===== config.mk =====
export PLATFORM = sky130hd
export DESIGN_NAME = csr_unit
export DESIGN_NICKNAME = d
export VERILOG_FILES = /design/src/rtl/csr_unit.sv
export SDC_FILE = /design/constraint.sdc
export NUM_CORES = 1
export LEC_CHECK = 0
export ABC_AREA = 1
export CORE_MARGIN = 8
export CORE_UTILIZATION = 30
export DETAILED_ROUTE_END_ITERATION = 7
export GPL_TIMING_DRIVEN = 0
export PLACE_DENSITY_LB_ADDON = 0.15
export SLEW_MARGIN = 20
export SYNTH_ARGS = -nofsm -noshare
export SYNTH_HDL_FRONTEND = slang
export SYNTH_SLANG_ARGS = --single-unit
export TNS_END_PERCENT = 50

===== constraint.sdc =====
create_clock -name clk -period 2.65 [get_ports clk]
set_clock_uncertainty 0.1 [all_clocks]
set_input_delay 0.53 -clock clk [delete_from_list [all_inputs] [get_ports clk]]
set_output_delay 0.53 -clock clk [all_outputs]
set_load 0.05 [all_outputs]

===== src/rtl/csr_unit.sv =====
// CSR execution unit: decodes csrrd/csrwr/csrxchg, owns the CSR bank and a free-running
// timer CSR, and returns the pre-write CSR value through a registered valid/ready stage.

`ifndef OP_INVALID
`define OP_INVALID 8'h00
`endif
`ifndef OP_CSRRD
`define OP_CSRRD 8'h01
`endif
`ifndef OP_CSRWR
`define OP_CSRWR 8'h02
`endif
`ifndef OP_CSRXCHG
`define OP_CSRXCHG 8'h03
`endif

module csr_unit #(
  parameter int                          NUM_CSR   = 16,
  parameter int                          DATA_W    = 32,
  parameter logic [NUM_CSR*DATA_W-1:0]   WMASK     = {NUM_CSR{{DATA_W{1'b1}}}},
  parameter int                          TIMER_IDX = 15
) (
  input  logic              clk,
  input  logic              resetn,
  input  logic              in_valid,
  output logic              in_ready,
  input  logic [31:0]       in_inst,
  input  logic [DATA_W-1:0] in_rd_val,
  input  logic [DATA_W-1:0] in_rj_val,
  input  logic              flush,
  output logic              out_valid,
  input  logic              out_ready,
  output logic [7:0]        out_op,
  output logic [DATA_W-1:0] out_rdata,
  output logic              out_illegal
);

  typedef enum logic {IDLE, HOLD} state_t;

  function automatic logic [DATA_W-1:0] wmerge(input logic [DATA_W-1:0] old_v,
                                               input logic [DATA_W-1:0] new_v,
                                               input logic [DATA_W-1:0] mask);
    return (old_v & ~mask) | (new_v & mask);
  endfunction

  logic [DATA_W-1:0] csr_q [NUM_CSR];

  state_t            state_p1;
  logic              vld_p1;
  logic [7:0]        op_p1;
  logic [DATA_W-1:0] rdata_p1;
  logic              illegal_p1;

  logic              is_csr_p0;
  logic              legal_p0;
  logic [13:0]       csr_num_p0;
  logic [4:0]        rj_p0;
  logic [7:0]        op_p0;
  logic [DATA_W-1:0] old_p0;
  logic [DATA_W-1:0] new_p0;
  logic              wr_p0;
  logic              accept;

  // Stage p0: decode and read the CSR bank combinationally from the request
  always_comb begin
    is_csr_p0  = (in_inst[31:24] == 8'h04);
    csr_num_p0 = in_inst[23:10];
    rj_p0      = in_inst[9:5];
    legal_p0   = is_csr_p0 && (int'(csr_num_p0) < NUM_CSR);

    if (!is_csr_p0)        op_p0 = `OP_INVALID;
    else if (rj_p0 == 5'd0) op_p0 = `OP_CSRRD;
    else if (rj_p0 == 5'd1) op_p0 = `OP_CSRWR;
    else                    op_p0 = `OP_CSRXCHG;

    old_p0 = '0;
    for (int i = 0; i < NUM_CSR; i++) begin
      if (legal_p0 && int'(csr_num_p0) == i) old_p0 = csr_q[i];
    end

    new_p0 = (rj_p0 == 5'd1) ? in_rd_val : wmerge(old_p0, in_rd_val, in_rj_val);
    wr_p0  = legal_p0 && (rj_p0 != 5'd0);
  end

  assign in_ready = ~flush & ((state_p1 == IDLE) | out_ready);
  assign accept   = in_valid & in_ready;

  // Writes commit at acceptance, so the next request always sees them without forwarding
  always_ff @(posedge clk or negedge resetn) begin
    if (!resetn) begin
      for (int i = 0; i < NUM_CSR; i++) csr_q[i] <= '0;
    end else begin
      for (int i = 0; i < NUM_CSR; i++) begin
        if (accept && wr_p0 && int'(csr_num_p0) == i)
          csr_q[i] <= wmerge(csr_q[i], new_p0, WMASK[i*DATA_W +: DATA_W]);
        else if (i == TIMER_IDX)
          csr_q[i] <= csr_q[i] + DATA_W'(1);
      end
    end
  end

  // Stage p1: registered result held until the consumer takes it
  always_ff @(posedge clk or negedge resetn) begin
    if (!resetn) begin
      state_p1   <= IDLE;
      vld_p1     <= 1'b0;
      op_p1      <= `OP_INVALID;
      rdata_p1   <= '0;
      illegal_p1 <= 1'b0;
    end else if (flush) begin
      state_p1 <= IDLE;
      vld_p1   <= 1'b0;
    end else if (accept) begin
      state_p1   <= HOLD;
      vld_p1     <= 1'b1;
      op_p1      <= op_p0;
      rdata_p1   <= old_p0;
      illegal_p1 <= ~legal_p0;
    end else if (state_p1 == HOLD && out_ready) begin
      state_p1 <= IDLE;
      vld_p1   <= 1'b0;
    end
  end

  assign out_valid   = vld_p1;
  assign out_op      = op_p1;
  assign out_rdata   = rdata_p1;
  assign out_illegal = illegal_p1;

endmodule


### Yosys cells after proc, flatten, opt, wreduce, memory -nomap -nowiden

Cells that the tools add are included.

| cells by class | value |
|---|---|
| equality and inequality tests | 17 |
| add/sub/neg operators | 1 |
| reduce and logical (&&, ||, !) cells | 41 |
| mux-type cells | 24 |
| bitwise gates (word level) | 10 |
| $lt $le $gt $ge | 1 |

Operators with widths:

| kind | number |
|---|---|
| 32-bit 2-to-1 mux | 18 |
| 14-bit by 5-bit equality test with 1-bit output (second input constant) | 8 |
| 32-bit AND | 2 |
| 14-bit by 4-bit equality test with 1-bit output (second input constant) | 4 |
| 1-bit logical AND | 36 |
| 32-bit by 1-bit adder with 32-bit output (second input constant) | 1 |
| 32-bit NOT | 1 |
| 32-bit bitwise OR | 1 |
| 14-bit by 3-bit equality test with 1-bit output (second input constant) | 2 |
| 8-bit 2-to-1 mux | 2 |
| 14-bit by 2-bit equality test with 1-bit output (second input constant) | 1 |
| 14-bit logical NOT | 1 |
| 14-bit by 5-bit less-than comparator with 1-bit output (second input constant) | 1 |
| 8-bit by 3-bit equality test with 1-bit output (second input constant) | 1 |
| 5-bit by 1-bit equality test with 1-bit output (second input constant) | 1 |
| 5-bit logical NOT | 1 |
| 5-bit nonzero test | 1 |
| 1-bit 2-to-1 mux | 4 |
| 1-bit NOT | 3 |
| 3-bit nonzero test | 1 |
| 1-bit AND | 2 |
| 2-bit AND reduction | 1 |
| 1-bit bitwise OR | 1 |

| word-level totals | value |
|---|---|
| output and inout bits | 43 |
| bits of input ports | 101 |
| word-level logic and storage cells | 114 |
| flip-flop bits (word level) | 554 |

### Longest topological paths before layout

Gate-level depths: netlist of run 1.

| depth | value |
|---|---|
| word-level depth | 23 |
| depth in mapped cells | 23 |

### Least setup slack after synthesis of run 1

No wires, ideal clock.

| timing | value |
|---|---|
| path kind | flip-flop to flip-flop |
| start | reg out_valid (netlist name) |
| end | reg csr_q[139] (netlist bit) |
| path buffers | 2 |
| library setup time | 0.117 ns |
| setup slack | -0.291 ns |
| cell stages (with the launch flop) | 13 |
| data required time | 2.433 ns |
| arrival time | 2.724 ns |
| path through | dfrtp_1 > nand2_1 > inv_1 > nor2_1 > nand2_1 > nor3_2 > inv_2 > buf_4 > nor2_2 > inv_1 > clkbuf_1 > nand2_1 > nand2_1 |

RTL lines:

| what | RTL line | RTL |
|---|---|---|
| end signal, assigned by index | 95 | `csr_q[i] <= wmerge(csr_q[i], new_p0, WMASK[i*DATA_W +: DATA_W]);` |
| end signal, assigned by index | 97 | `csr_q[i] <= csr_q[i] + DATA_W'(1);` |
| end, declared | 46 | `logic [DATA_W-1:0] csr_q [NUM_CSR];` |

### Worst setup path in the final report of run 1

| timing | value |
|---|---|
| start | in in_inst[26] |
| end | reg csr_q[14] (netlist bit) |

| between the ends | value |
|---|---|
| word-level cells in the longest chain between the ends | 23 |

Ends and longest elaborated chain:

| what | RTL line | RTL |
|---|---|---|
| start, declared | 27 | `input logic [31:0] in_inst,` |
| 8-bit by 3-bit equality test with 1-bit output * | 66 | `is_csr_p0 = (in_inst[31:24] == 8'h04);` |
| 1-bit logical AND * | 69 | `legal_p0 = is_csr_p0 && (int'(csr_num_p0) < NUM_CSR);` |
| 1-bit logical AND | 78 | `if (legal_p0 && int'(csr_num_p0) == i) old_p0 = csr_q[i];` |
| 32-bit 2-to-1 mux (16 in series) | 78 |  |
| 32-bit AND | 43 | `return (old_v & ~mask) \| (new_v & mask);` |
| 32-bit bitwise OR | 43 |  |
| 32-bit 2-to-1 mux | 81 | `new_p0 = (rj_p0 == 5'd1) ? in_rd_val : wmerge(old_p0, in_rd_val, in_rj_val);` |
| 32-bit 2-to-1 mux * | 94 | `if (accept && wr_p0 && int'(csr_num_p0) == i)` |

Every way passes the cells marked *; elsewhere a longest branch is shown, timed or not.
A chain may end at the register's enable or synchronous reset.

==> metrics.cfg, run 1 <==
[run_status]
status=finished, violations left
violations=negative setup slack

[clock_network]
htreeDepth=2
clockRootBuffer=clkbuf_16
worstSkewPairLatency_ps=640
cts_inserted_buffers=61
cts.path.max_buffers=3
tritoncts=built
clk_pin_slew_ps=60
clock_sinks=548

[global_route]
grt_first_pass_wirelength_um=151000
grt_max_degree=88
grt_pass1_vias=24500
antenna_found_initial=0
grt_overflow=0
grt.total_usage_pct=19.2

[worst_setup_path]
r2r_start=csr_q[0]$_DFF_PN0_
worstPathRequired_ps=3070
crit_path_start_kind=input port
crit_fanout=7
end_kind=register
max_stage_delay_ps=250
slowest_stage=nor2_2
path_class=in2reg
rr_worst_depth=13
startpoint=in_inst[26]
arrival_ps=3400
cp_common_cell=nand2_1

[sta]
finalCritPeriodShare_pct=113
post-route-min-period_ps=2990
fin_ws_ps=-337
finalSetupViolCount=510
fmax_mhz=335
final.setup.tns_ps=-90560
tightestPinTransition_ps=679
final-max-slew-violation-count=0
slew_headroom_pct=54.7
rsz0062_at_grt=true
timing_hold_violations_final=0

[floorplanning]
fp.coreArea_um2=90100
io_pins=144
die_area_um2=101000
die_h_um=318
start_util_pct=30.3
rows=110
die_x_um=318

[synth]
synth.most_common_cell=nand2_1
yosys.area.top_type=dfrtp_1
yosys_warnings=0
synth_flop_cell=dfrtp_1
synthTopCellsByCount=nand2_1, dfrtp_1, nor2_1
syn_area_per_cell_um2=7.22
synth_edf_count=0
synthArstFlopShare_pct=100
yosys.area.top_type_share_pct=50.3
ys_seq_area_share_pct=50.3
synthDistinctLibCells=39
ys_top_cells_by_area=dfrtp_1, nand2_1, nor2_1, nand4_1, inv_1
ys_seq_elements=548
netlist_instances=3781
synth_area_um2=27300

[flow_run]
drv_cap=0

[route]
drt_first_pass_iters=6
wirelength_um=99200
vias=24500
drt_iter0_markers=2092
postRouteAntennaNets=0
wl_per_cell_um=18.4
vias_per_cell=4.54
drc=0

[pwr]
power_frac_clock_pct=48.8
fin_total_pwr_uw=18700
power.internal_uw=14200
swShare_pct=23.8
p_per_area_nw_per_um2=509
comb_power_share_pct=6.4
p_switching_uw=4450
power_frac_seq_pct=44.9
leakage_uw=0.0192
vdd_drop_max_uv=446

[placed_design]
place.port_buffers=132
dp_hpwl_um=71400
gp_congestion=0.890

[final_layout]
diodes=0
fin_nets=4265
area_growth_pct=34.4
final_util_pct=40.7
drive_gt1_share_pct=21.8

[hold_path]
min_path_type=in2async

-- per-stage QoR --
step	hold WS [ps]	cells	setup slack (ps)	area, um2
3_5_place_dp	267	5102	-1760	30300
5_1_grt	194	5389	-479	36700
2_1_floorplan	134	3786	26.5	27300
3_3_place_gp	361	5094	-25430	30100
4_1_cts	169	5371	-332	35900
6_report	199	5389	-337	36700
-- sequential cells by signal, summed over array words and instances, names as in the netlist --
register,cells
out_illegal,1
out_rdata,32
out_op,2
csr_q,512
out_valid,1
-- per-layer routing --
| metal | share of wire (%) | global-route usage, % |
|---|---|---|
| met3 | 5.0 | 2.83 |
| met5 | 0 | 0 |
| met4 | 3.7 | 6.46 |
| met1 | 45 | 25.6 |
| met2 | 46 | 31.7 |
-- cells in the final DEF (no fill, tap or decap), types with 4 or more instances in the layout --
master           synthesis  final
buf_16                   0     27
xor2_1                  17     17
buf_6                   29     65
conb_1                   1      6
nor2_4                  14     80
buf_2                   75     52
nand2_1               2181   1989
clkinvlp_4               0      5
clkbuf_2                 0     12
bufinv_16                0      7
xnor2_1                  7      7
nand2_4                  1     41
inv_2                   10     11
buf_1                    8      6
buf_8                    0     26
nor3_2                   3      4
nor3_1                   7      4
nand2_2                 31    179
clkbuf_16                0     67
clkbuf_4                 0      4
dfrtp_1                548    547
inv_1                  203    201
nand2_8                  0      4
nand3_1                 73     41
clkdlybuf4s50_1          0    109
clkbuf_8                 0     17
buf_4                   23    126
nand3_2                  4     34
nor2_2                  26     85
clkinv_2                 0     13
nor4_2                   2      5
nand4_1                134    134
buf_12                   0     29
nor2_1                 278    153
clkbuf_1                79     69
nand4_4                  3      5
-- power by group through the flow --
stage               logic [uW]  clock network (uW)  registers [uW]
finish                    1190                9100            8370
global route              1280                9610            8370
CTS                       1110                9280            8370
detailed placement         864                   0            8530
global placement           828                   0            8550
floorplan                  302                   0            8540
-- cells by family (layout without fill, tap and decap cells) --
family,after synthesis,after routing,share of synthesized area (%)
AOI/OAI and AO/OA,4,4,0.110
xor gates and xnor gates,24,24,0.770
adders and majority gates,1,1,0.0458
buffers and inverters,428,855,7.35
DFF,548,548,50.3
other,1,6,0.0137
and+or+nand+nor,2775,2775,41.5
-- timing repair --
| item | 4_1_cts | 5_1_grt |
|---|---|---|
| endpoints found under the hold margin | 93 | 0 |
| cloned | 23 | 6 |
| setup buffers | 132 | 21 |
| resized for setup | 622 | 164 |
| endpoints found under the setup margin | 545 | 526 |
| hold buffers | 1 | 0 |
| pin swaps | 178 | 149 |
-- worst max-delay path, delay by kind of cell --
kind                   cells  cell delay [ps]
buffers and inverters      6              710
and+or+nand+nor           19             2140
-- cell type report --
cell class                      count  area, um2
Clock inverter                     28        339
Tap cell                         1176       1470
Multi-Input combinational cell   2810      13200
Sequential cell                   548      13700
Inverter                          214        806
Buffer                            211       1670
Clock buffer                       85       1790
Fill cell                        9172      53500
Timing Repair Buffer              317       3650
-- path summary, 6_finish.rpt --
path | end | slack, ps
worst max-delay path | csr_q[14]$_DFF_PN0_ | -340
worst min-delay path | csr_q[90]$_DFFE_PN0P_ | 200
worst max register to register | csr_q[24]$_DFF_PN0_ | -210
worst min register to register | csr_q[146]$_DFFE_PN0P_ | 380
max in group asynchronous | csr_q[356]$_DFFE_PN0P_ | 350
min in group clk | csr_q[223]$_DFFE_PN0P_ | 360
Note: power is estimated with default switching activity, not from simulation.
==> run 2: changes to the inputs <==
REMOVE_ABC_BUFFERS = 1   (was not set)
==> run 2 against run 1 <==
The flow still finishes with violations (negative setup slack). Wire length rose by 12%. Total power barely moved. Clock power rose by 0.4%. Maximum frequency rose by 1.6%.
==> metrics.cfg, run 2 (same netlist as run 1, synthesis figures left out) <==
[route]
postRouteAntennaNets=0
wirelength_um=111000
drt_first_pass_iters=5
drt_iter0_markers=2293
drc=0
wl_per_cell_um=21.1
vias_per_cell=4.80
vias=25300

[flow_run]
drv_cap=0

[worst_setup_path]
reg2reg_slack_ps=-260
worstPathRequired_ps=3040
arrival_ps=3330
crit_fanout=8
end_kind=register
crit_path_start_kind=input port
path_class=in2reg

[clock_network]
tritoncts=built
cts.path.max_buffers=3
clockRootBuffer=clkbuf_16
htreeDepth=3
cts_inserted_buffers=66
clk_pin_slew_ps=60
clock_sinks=548
worstSkewPairLatency_ps=600

[final_layout]
area_growth_pct=37.2
final-seq-area_um2=13700
stdcell_count=5270
fin_area_um2=37400
fin_nets=4146
largest_register_ffs=512
final_common_cell=nand2_1
multi_input_area_um2=15100
layout_common_cells=nand2_1, dfrtp_1, nand2_2
largest-register=csr_q
nFillCells=9097
drive_gt1_share_pct=24.8

[sta]
finalCritPeriodShare_pct=111
timing_hold_violations_final=0
tightestPinTransition_ps=1160
fmax_mhz=340
rsz0062_at_grt=true
final.setup.tns_ps=-69530
post-route-min-period_ps=2940
slew_headroom_pct=23.0
fin_ws_ps=-289
finalSetupViolCount=520
final-max-slew-violation-count=0

[global_route]
grt_overflow=0
antenna_found_initial=1
grt.total_usage_pct=21.5
grt_pass1_vias=24200
grt_first_pass_wirelength_um=165000
grt_max_degree=90

[floorplanning]
fp.coreArea_um2=90100
start_util_pct=30.3
rows=110
io_pins=144
die_h_um=318
die_x_um=318
die_area_um2=101000

[run_status]
status=finished, violations left
violations=negative setup slack

[placed_design]
place_ws_ps=-2660
gp_congestion=0.774
place.port_buffers=132
dp_cells=4924
post_dp_cell_area_um2=30000
dp_hpwl_um=57800

[pwr]
p_per_area_nw_per_um2=498
fin_total_pwr_uw=18600
vdd_drop_max_uv=398
leakage_uw=0.0195

[hold_path]
min_path_type=in2reg

-- run 2: changes by cell type in the layout (fill, tap and decap cells not counted), sizes merged, moves of 2 or more --
cell | before | now
buf | 331 | 244
clkinv | 16 | 8
nand2 | 2213 | 2246
clkbuf | 169 | 105
nor2 | 318 | 327
bufinv | 7 | 2
or2 | 4 | 6
-- run 2: stage by stage --
stage / utilization (%) / hold WS (ps)
after floorplan: - / 134
after global placement: 32.1 / 362
after detailed placement: 33.2 / 364
after CTS: 40.5 / 357
after global routing: 41.5 / 338
final: 41.5 / 334
-- run 2: final timing paths --
path | cells past startpoint | to | start
max | 27 | csr_q[486]$_DFFE_PN0P_ | in_inst[26]
min | 5 | csr_q[4]$_DFF_PN0_ | in_inst[10]
max reg2reg | 15 | csr_q[30]$_DFF_PN0_ | csr_q[0]$_DFF_PN0_
min reg2reg | 2 | csr_q[335]$_DFFE_PN0P_ | csr_q[335]$_DFFE_PN0P_
max in group asynchronous | 4 | csr_q[97]$_DFFE_PN0P_ | resetn
min in group asynchronous | 2 | csr_q[393]$_DFFE_PN0P_ | resetn
-- run 2: area by class of cell --
class | count | share of cell area [%]
repair inverters | 1 | 0.0201
inverters | 214 | 2.33
well taps | 1176 | 3.93
multi-input cells | 2855 | 40.3
clock buffers | 103 | 5.33
clock inverters | 14 | 0.371
flip-flops and latches | 548 | 36.6
repair buffers | 358 | 11.0
diodes | 1 | 0.00669
-- run 2: critical path: stages --
cell,delay (ps)
buf_6,90
inv_2,40
nor2_2,30
nand2_2,60
nor2_4,50
clkbuf_16,150
buf_16,140
buf_12,130
nand2_8,70
buf_6,100
nor2_4,40
buf_12,140
buf_12,150
nand2_4,70
nand3_4,70
nor2_4,120
nand4_1,180
nor2_2,170
nand4_1,110
nor2_1,130
nand3_2,120
nand2_1,100
nand2_2,60
nand2_4,130
nand2_8,150
nand2_4,110
nand2_2,40
-- run 2: power by group --
group	leakage [uW]	internal, uW	switching, uW
combinational	0.0108	322	810
sequential	0.00764	8370	1.81
clock	0.00104	5370	3770
total	0.0195	14100	4580
-- run 2: per-layer routing --
metal | global-route usage [%] | part of all wire (%) | up-vias
met1 | 28.7 | 44 | 12300
met3 | 3.52 | 5.4 | 180
met5 | 0 | 0 | -
met2 | 34.9 | 47 | 734
li1 | - | - | 12100
met4 | 7.96 | 3.8 | 0
-- run 2: what timing repair did --
item | in CTS | in global routing
setup endpoints to repair | 546 | 524
hold buffers | 1 | 0
endpoints found under the hold margin | 71 | 0
buffers inserted | 159 | 25
pin swaps | 282 | 197
cloned | 54 | 0
resized for setup | 665 | 266
